File: config.mk
export PLATFORM = sky130hd
export DESIGN_NAME = lsu_mem_stage
export DESIGN_NICKNAME = d
export VERILOG_FILES = /design/src/rtl/riscv_uop_pkg.sv /design/src/rtl/lsu_align_unit.sv /design/src/rtl/lsu_mem_stage.sv
export SDC_FILE = /design/constraint.sdc
export NUM_CORES = 1
export LEC_CHECK = 0
export CAP_MARGIN = 20
export CORE_ASPECT_RATIO = 0.9
export CORE_MARGIN = 4
export CORE_UTILIZATION = 47
export CTS_BUF_LIST = sky130_fd_sc_hd__clkbuf_4
export DETAILED_ROUTE_END_ITERATION = 12
export PLACE_DENSITY = 0.81
export SKIP_CTS_REPAIR_TIMING = 1
export SLEW_MARGIN = 20
export SYNTH_ARGS = -nofsm -noshare
export SYNTH_HDL_FRONTEND = slang
export SYNTH_SLANG_ARGS = --single-unit
File: constraint.sdc
create_clock -name clk -period 2.6 [get_ports clk]
set_input_delay 0.52 -clock clk [delete_from_list [all_inputs] [get_ports clk]]
set_output_delay 0.52 -clock clk [all_outputs]
set_load 0.01 [all_outputs]
File: src/rtl/riscv_uop_pkg.sv
// Shared micro-op types plus LSU size/state encodings and exception causes.
package riscv_uop_pkg;

    typedef enum logic [1:0] {
        MEM_B = 2'd0,
        MEM_H = 2'd1,
        MEM_W = 2'd2
    } mem_size_e;

    typedef enum logic [1:0] {
        IDLE,
        REQ,
        WAIT,
        EXC
    } lsu_state_e;

    localparam logic [3:0] EXC_LD_MISALIGN = 4'd4;
    localparam logic [3:0] EXC_LD_FAULT    = 4'd5;
    localparam logic [3:0] EXC_ST_MISALIGN = 4'd6;
    localparam logic [3:0] EXC_ST_FAULT    = 4'd7;

    typedef struct packed {
        logic       is_load;
        logic       is_store;
        logic [1:0] mem_size;
        logic       mem_unsigned;
        logic [4:0] rd;
    } uop_t;

    localparam int unsigned UOP_W = $bits(uop_t);

    // Size code 2'b11 is treated as a word access.
    function automatic logic is_misaligned(input logic [1:0] size, input logic [1:0] offset);
        logic mis;
        case (size)
            2'(MEM_B): mis = 1'b0;
            2'(MEM_H): mis = offset[0];
            default:   mis = (offset != 2'b00);
        endcase
        return mis;
    endfunction

endpackage

File: src/rtl/lsu_align_unit.sv
// Combinational lane steering: store byte-enables/replicated data and
// load-data shift with sign/zero extension.
module lsu_align_unit
    import riscv_uop_pkg::*;
(
    input  logic [1:0]  st_offset,
    input  logic [1:0]  st_size,
    input  logic [31:0] st_data,
    output logic [3:0]  st_be,
    output logic [31:0] st_wdata,
    input  logic [1:0]  ld_offset,
    input  logic [1:0]  ld_size,
    input  logic        ld_unsigned,
    input  logic [31:0] ld_rdata,
    output logic [31:0] ld_data
);

    logic [31:0] shifted;

    always_comb begin
        st_be    = 4'b1111;
        st_wdata = st_data;
        case (st_size)
            2'(MEM_B): begin
                st_be    = 4'b0001 << st_offset;
                st_wdata = {4{st_data[7:0]}};
            end
            2'(MEM_H): begin
                st_be    = 4'b0011 << st_offset;
                st_wdata = {2{st_data[15:0]}};
            end
            default: ;
        endcase
    end

    assign shifted = ld_rdata >> {ld_offset, 3'b000};

    always_comb begin
        ld_data = shifted;
        case (ld_size)
            2'(MEM_B): ld_data = {{24{~ld_unsigned & shifted[7]}}, shifted[7:0]};
            2'(MEM_H): ld_data = {{16{~ld_unsigned & shifted[15]}}, shifted[15:0]};
            default: ;
        endcase
    end

endmodule

File: src/rtl/lsu_mem_stage.sv
// Load/store memory stage: single-outstanding dmem bus FSM with misalignment traps.
// Optional bus watchdog enabled by defining LSU_BUS_TIMEOUT_EN.
module lsu_mem_stage
    import riscv_uop_pkg::*;
#(
    parameter int unsigned XLEN = 32
`ifdef LSU_BUS_TIMEOUT_EN
    ,
    parameter int unsigned TIMEOUT_CYCLES = 64
`endif
) (
    input  logic             clk,
    input  logic             rst_n,
    input  logic             m_valid,
    input  logic [UOP_W-1:0] m_uop,
    input  logic [XLEN-1:0]  m_pc,
    input  logic [XLEN-1:0]  m_addr_base,
    input  logic [XLEN-1:0]  m_store_data,
    output logic             s_stall_from_lsu,
    output logic             dmem_req,
    output logic             dmem_we,
    output logic [XLEN-1:0]  dmem_addr,
    output logic [3:0]       dmem_be,
    output logic [XLEN-1:0]  dmem_wdata,
    input  logic             dmem_gnt,
    input  logic             dmem_rvalid,
    input  logic [XLEN-1:0]  dmem_rdata,
    output logic             wb_valid,
    output logic [4:0]       wb_rd,
    output logic [XLEN-1:0]  wb_data,
    output logic [XLEN-1:0]  wb_pc,
    output logic             exc_valid,
    output logic [3:0]       exc_cause,
    output logic [XLEN-1:0]  exc_tval,
    output logic [XLEN-1:0]  exc_pc
);

    uop_t            uop;
    lsu_state_e      state;
    logic [1:0]      off_q;
    logic [1:0]      size_q;
    logic            unsigned_q;
    logic [4:0]      rd_q;
    logic [XLEN-1:0] pc_q;
    logic            accept;
    logic            misaligned;
    logic            is_st;
    logic            timeout;
    logic [3:0]      st_be;
    logic [XLEN-1:0] st_wdata;
    logic [XLEN-1:0] ld_data;

    assign uop              = uop_t'(m_uop);
    assign accept           = m_valid && (state == IDLE) && (uop.is_load || uop.is_store);
    assign misaligned       = is_misaligned(uop.mem_size, m_addr_base[1:0]);
    assign is_st            = uop.is_store && !uop.is_load;
    assign s_stall_from_lsu = (state != IDLE);

    lsu_align_unit u_align (
        .st_offset   (m_addr_base[1:0]),
        .st_size     (uop.mem_size),
        .st_data     (m_store_data),
        .st_be       (st_be),
        .st_wdata    (st_wdata),
        .ld_offset   (off_q),
        .ld_size     (size_q),
        .ld_unsigned (unsigned_q),
        .ld_rdata    (dmem_rdata),
        .ld_data     (ld_data)
    );

`ifdef LSU_BUS_TIMEOUT_EN
    localparam int unsigned TO_W = (TIMEOUT_CYCLES > 2) ? $clog2(TIMEOUT_CYCLES) : 1;

    logic [TO_W-1:0] to_cnt;
    logic [XLEN-1:0] addr_q;

    assign timeout = (to_cnt == TO_W'(TIMEOUT_CYCLES - 1));

    // Counts cycles spent waiting on the bus; restarts on every REQ/WAIT entry.
    always_ff @(posedge clk or negedge rst_n) begin
        if (!rst_n) begin
            to_cnt <= '0;
        end else if (state == IDLE || (state == REQ && dmem_gnt)) begin
            to_cnt <= '0;
        end else if (state == REQ || state == WAIT) begin
            to_cnt <= to_cnt + TO_W'(1);
        end
    end

    always_ff @(posedge clk or negedge rst_n) begin
        if (!rst_n) begin
            addr_q <= '0;
        end else if (accept) begin
            addr_q <= m_addr_base;
        end
    end
`else
    assign timeout = 1'b0;
`endif

    always_ff @(posedge clk or negedge rst_n) begin
        if (!rst_n) begin
            state      <= IDLE;
            off_q      <= '0;
            size_q     <= '0;
            unsigned_q <= 1'b0;
            rd_q       <= '0;
            pc_q       <= '0;
            dmem_req   <= 1'b0;
            dmem_we    <= 1'b0;
            dmem_addr  <= '0;
            dmem_be    <= '0;
            dmem_wdata <= '0;
            wb_valid   <= 1'b0;
            wb_rd      <= '0;
            wb_data    <= '0;
            wb_pc      <= '0;
            exc_valid  <= 1'b0;
            exc_cause  <= '0;
            exc_tval   <= '0;
            exc_pc     <= '0;
        end else begin
            wb_valid  <= 1'b0;
            exc_valid <= 1'b0;
            unique case (state)
                IDLE: begin
                    if (accept) begin
                        off_q      <= m_addr_base[1:0];
                        size_q     <= uop.mem_size;
                        unsigned_q <= uop.mem_unsigned;
                        rd_q       <= uop.rd;
                        pc_q       <= m_pc;
                        if (misaligned) begin
                            state     <= EXC;
                            exc_valid <= 1'b1;
                            exc_cause <= uop.is_load ? EXC_LD_MISALIGN : EXC_ST_MISALIGN;
                            exc_tval  <= m_addr_base;
                            exc_pc    <= m_pc;
                        end else begin
                            state      <= REQ;
                            dmem_req   <= 1'b1;
                            dmem_we    <= is_st;
                            dmem_addr  <= {m_addr_base[XLEN-1:2], 2'b00};
                            dmem_be    <= st_be;
                            dmem_wdata <= is_st ? st_wdata : '0;
                        end
                    end
                end
                REQ: begin
                    if (dmem_gnt) begin
                        dmem_req <= 1'b0;
                        state    <= dmem_we ? IDLE : WAIT;
                    end else if (timeout) begin
                        dmem_req  <= 1'b0;
                        state     <= EXC;
                        exc_valid <= 1'b1;
                        exc_cause <= dmem_we ? EXC_ST_FAULT : EXC_LD_FAULT;
`ifdef LSU_BUS_TIMEOUT_EN
                        exc_tval  <= addr_q;
`endif
                        exc_pc    <= pc_q;
                    end
                end
                WAIT: begin
                    if (dmem_rvalid) begin
                        state    <= IDLE;
                        wb_valid <= 1'b1;
                        wb_rd    <= rd_q;
                        wb_data  <= ld_data;
                        wb_pc    <= pc_q;
                    end else if (timeout) begin
                        state     <= EXC;
                        exc_valid <= 1'b1;
                        exc_cause <= EXC_LD_FAULT;
`ifdef LSU_BUS_TIMEOUT_EN
                        exc_tval  <= addr_q;
`endif
                        exc_pc    <= pc_q;
                    end
                end
                EXC: state <= IDLE;
                default: state <= IDLE;
            endcase
        end
    end

endmodule

==> impl.org <==
** STA
- Final Cycle Share :: 94.7%
- The count of final hold-check violations was 0.
- The clock arrives with 57.3 ps of skew.
- The worst path meets setup with 139 ps of slack.
- At the pin with the least slew margin, the transition time is 1080 ps.
- Setup violation total in the final timing report :: 0
- Pins Over Slew Limit :: 0
- The worst pin sits at a relative slew slack of 27.8%.
- Timing-limited maximum frequency :: 0.406 GHz
- Setup repair after global routing left no endpoint under its margin.
- The worst path needs 2460 ps of the cycle, external delays included.

** Drt
- Final Routed Wirelength :: 29500 um
- Detailed-routed wire length on met2 :: 14100 um
- The routed layout has 8302 vias.
- The detailed router finished its first iteration with 461 violations.
- Pre-antenna DRT Iters :: 7
- Via density per instance :: 5.06
- Detailed-routing wirelength on met1 :: 12200 um
- Met3 layer wire length in the routed design :: 2490 um
- In the routed design, unresolved DRC markers number 0.
- Final ANT Viol Nets :: 0
- Top routing layer used :: met4
- In the final routed layout, each cell accounts on average for 17.9 um.

** Floorplanning
- Die area :: 0.0242 mm^2
- Effective utilization at floorplan :: 48.4%
- After floorplanning, the core was divided into 50 placement rows.
- Total I/O pin count :: 353
- From left edge to right edge, the die measures 163 um.
- Vertical extent of the die :: 148 um
- The region available for standard cell placement spans 0.0211 mm^2.

** Logic synthesis
- Area share of the largest cell type after synthesis :: 61.0%
- Distinct cell type count of the synthesized netlist :: 44
- Register bit count reported by yosys :: 249
- The most used flip-flop cell after synthesis is sky130_fd_sc_hd__dfrtp_1.
- Share of synthesized area occupied by flip-flops and latches :: 61.0%
- Counting flops with an async set or reset pin after synthesis yields a share of 100%.
- Largest cells by area after synthesis :: sky130_fd_sc_hd__dfrtp_1 61%, sky130_fd_sc_hd__mux2_2 11%, sky130_fd_sc_hd__nand2_1 10%
- After synthesis the cells add up to 0.0102 mm^2.
- After synthesis, the mean cell area works out to 11.1 um^2.
- Post-synthesis cell count :: 917
- For this run, the number of Yosys warnings is 0.
- Number of enable flip-flop cells after synthesis :: 0
- sky130_fd_sc_hd__dfrtp_1 takes more of the synthesized area than any other cell.

** Power
- Pwr Density :: 1130 mW/mm^2
- After layout, the design draws a total of 0.0169 W.
- Peak supply drop :: 672 uV
- Summed over all cells, the static leakage comes to 6.86 nW.

** Worst hold path
- The min-delay analysis places its worst path in the category input port to register.

** Setup path
- In this run the worst path has a maximum fanout of 7.
- Setup slack, reg-to-reg :: 350 ps
- STA classifies the critical path endpoint as an output pin.
- Worst path required time :: 2080 ps
- STA classifies the critical path startpoint as a register.
- For this design, the slowest cell found on the critical path is sky130_fd_sc_hd__clkdlybuf4s50_1.
- By startpoint and endpoint, the worst setup path is classified as register to output pin.
- The largest single stage delay on the critical path is 520 ps.
- Crit-path cells :: nor2_2 -> inv_1 -> clkdlybuf4s50_1
- Critical Path AT :: 1940 ps

** Clock network
- TritonCTS built the clock tree.
- Clock-pin slew on the worst setup and hold paths :: 70 ps
- The H-tree generated during clock tree synthesis spans 2 levels.
- TritonCTS buffer count :: 60
- Largest buffer count on any clock path :: 3
- Total number of clock tree sinks :: 249
- Insertion delay to the later sink of the worst-skew pair :: 670 ps
- The root buffer cell chosen for the clock tree is sky130_fd_sc_hd__clkbuf_4.

** Run status
- The flow ran to the end, and the final reports show no timing, DRC or antenna violations.

** Flow run
- Max-Cap Viols :: 0

** Global routing
- Overall Global Routing Usage :: 24.1%
- The initial antenna violation count is 1.
- Number of global-route vias before repair :: 8743
- Pin count of the biggest net entering global routing :: 75
- For this run the aggregate overflow at the end of global routing stands at 0.
- The first global-routing pass estimated 46900 um of wire.

** Cells and area
- For this run, the post-layout net count is 1449.
- The area growth from synthesis to layout is 46.4%.
- Fraction of final layout cells sized beyond drive strength 1 :: 19.0%
- With fillers left out, the area of the finished cells amounts to 0.0149 mm^2.
- Number of non-filler instances in the completed layout :: 1642

** Placed design
- Post-Place Worst Slack :: -327 ps
- Instance count after placement with tap cells included :: 1529
- The count of buffers added on input and output ports is 348.
- After legalization and detailed placement, the total HPWL measured 21200 um.
- RePlAce Congestion :: 0.832
- Placed Area :: 0.0142 mm^2
-- sequential cells by signal, summed over array words and instances, names as in the netlist, 4 cells and up --
signal,flops
dmem_addr,30
dmem_be,4
dmem_wdata,32
exc_pc,32
exc_tval,32
pc_q,32
rd_q,5
wb_data,32
wb_pc,32
wb_rd,5
-- layout make-up --
type	count	area, um^2
tap	286	358
multi-input combinational	605	3710
antenna	1	2.50
sequential	249	6230
clock inverter	20	86.3
clock buffer	91	683
timing repair buffer	385	3860
inverter	5	18.8
fill	1557	6130
-- metrics by stage --
| step | utilization, % | setup TNS [ps] | hold slack, ps |
|---|---|---|---|
| CTS | 70.8 | 0 | -220 |
| global route | 70.9 | 0 | 347 |
| floorplan | - | 0 | 224 |
| detailed placement | 67.2 | -12670 | 449 |
| global placement | 67.2 | -11110 | 444 |
| finish | 70.9 | 0 | 397 |
-- cells in the final DEF (no fill, tap or decap), drive strengths merged, types with 9 or more instances in the layout --
cell type and count:
clkinv 18, nor2 38, mux2 104, clkdlybuf4s50 347, dfrtp 249, nand2 282, clkbuf 91, buf 37
o21ai 41, a221o 9, mux2i 40, a21oi 26, nand3 14
-- kinds of logic (layout without fill, tap and decap cells) --
family          after synthesis  count (layout)  share of synthesized area (%)
simple gates                360             360                           14.2
flops                       249             249                           61.0
mux                         145             145                           15.6
compound gates               96              96                           6.19
buf+inv                      66             501                           2.90
other cells                   1               5                         0.0367
-- worst paths after layout --
path                       startpoint          endpoint  cells after the start
min in group asynchronous       rst_n         wb_pc[27]                      2
min                          m_uop[3]           rd_q[3]                      3
max in group asynchronous       rst_n       wb_data[20]                      3
min reg2reg                  pc_q[30]         wb_pc[30]                      2
max reg2reg                  state[0]     dmem_wdata[7]                      6
max                          state[0]  s_stall_from_lsu                      3
-- synth_stat cells (all sizes together), types with 2 or more instances --
master,n
or3,3
nand2,282
buf,29
and2,8
inv,5
nand3,14
a211oi,2
nor2b,2
nor3,2
mux2i,40
a21oi,26
nor2,38
a221o,9
or2,3
dfrtp,249
o21ai,41
nor3b,3
a211o,2
clkbuf,32
a22o,8
mux2,104
o21a,2
-- report_power, final --
group	internal (W)	switching, W	leakage [nW]
clock	0.00160	0.00153	0.454
combinational	0.00403	0.00316	3.32
sequential	0.00560	0.000975	3.08
-- worst max-delay path, delay by kind of cell (launching register included) --
kind / cells / cell delay (ps)
simple gates: 1 / 200
flops: 1 / 480
buf+inv: 2 / 580
-- layer usage --
metal  up-vias  track usage, %
li1       3873               -
met1      4047            30.7
met2       330            39.5
met3        52            7.64
met4         0            7.97
met5         -               0
(Power assumes the default switching activity.)
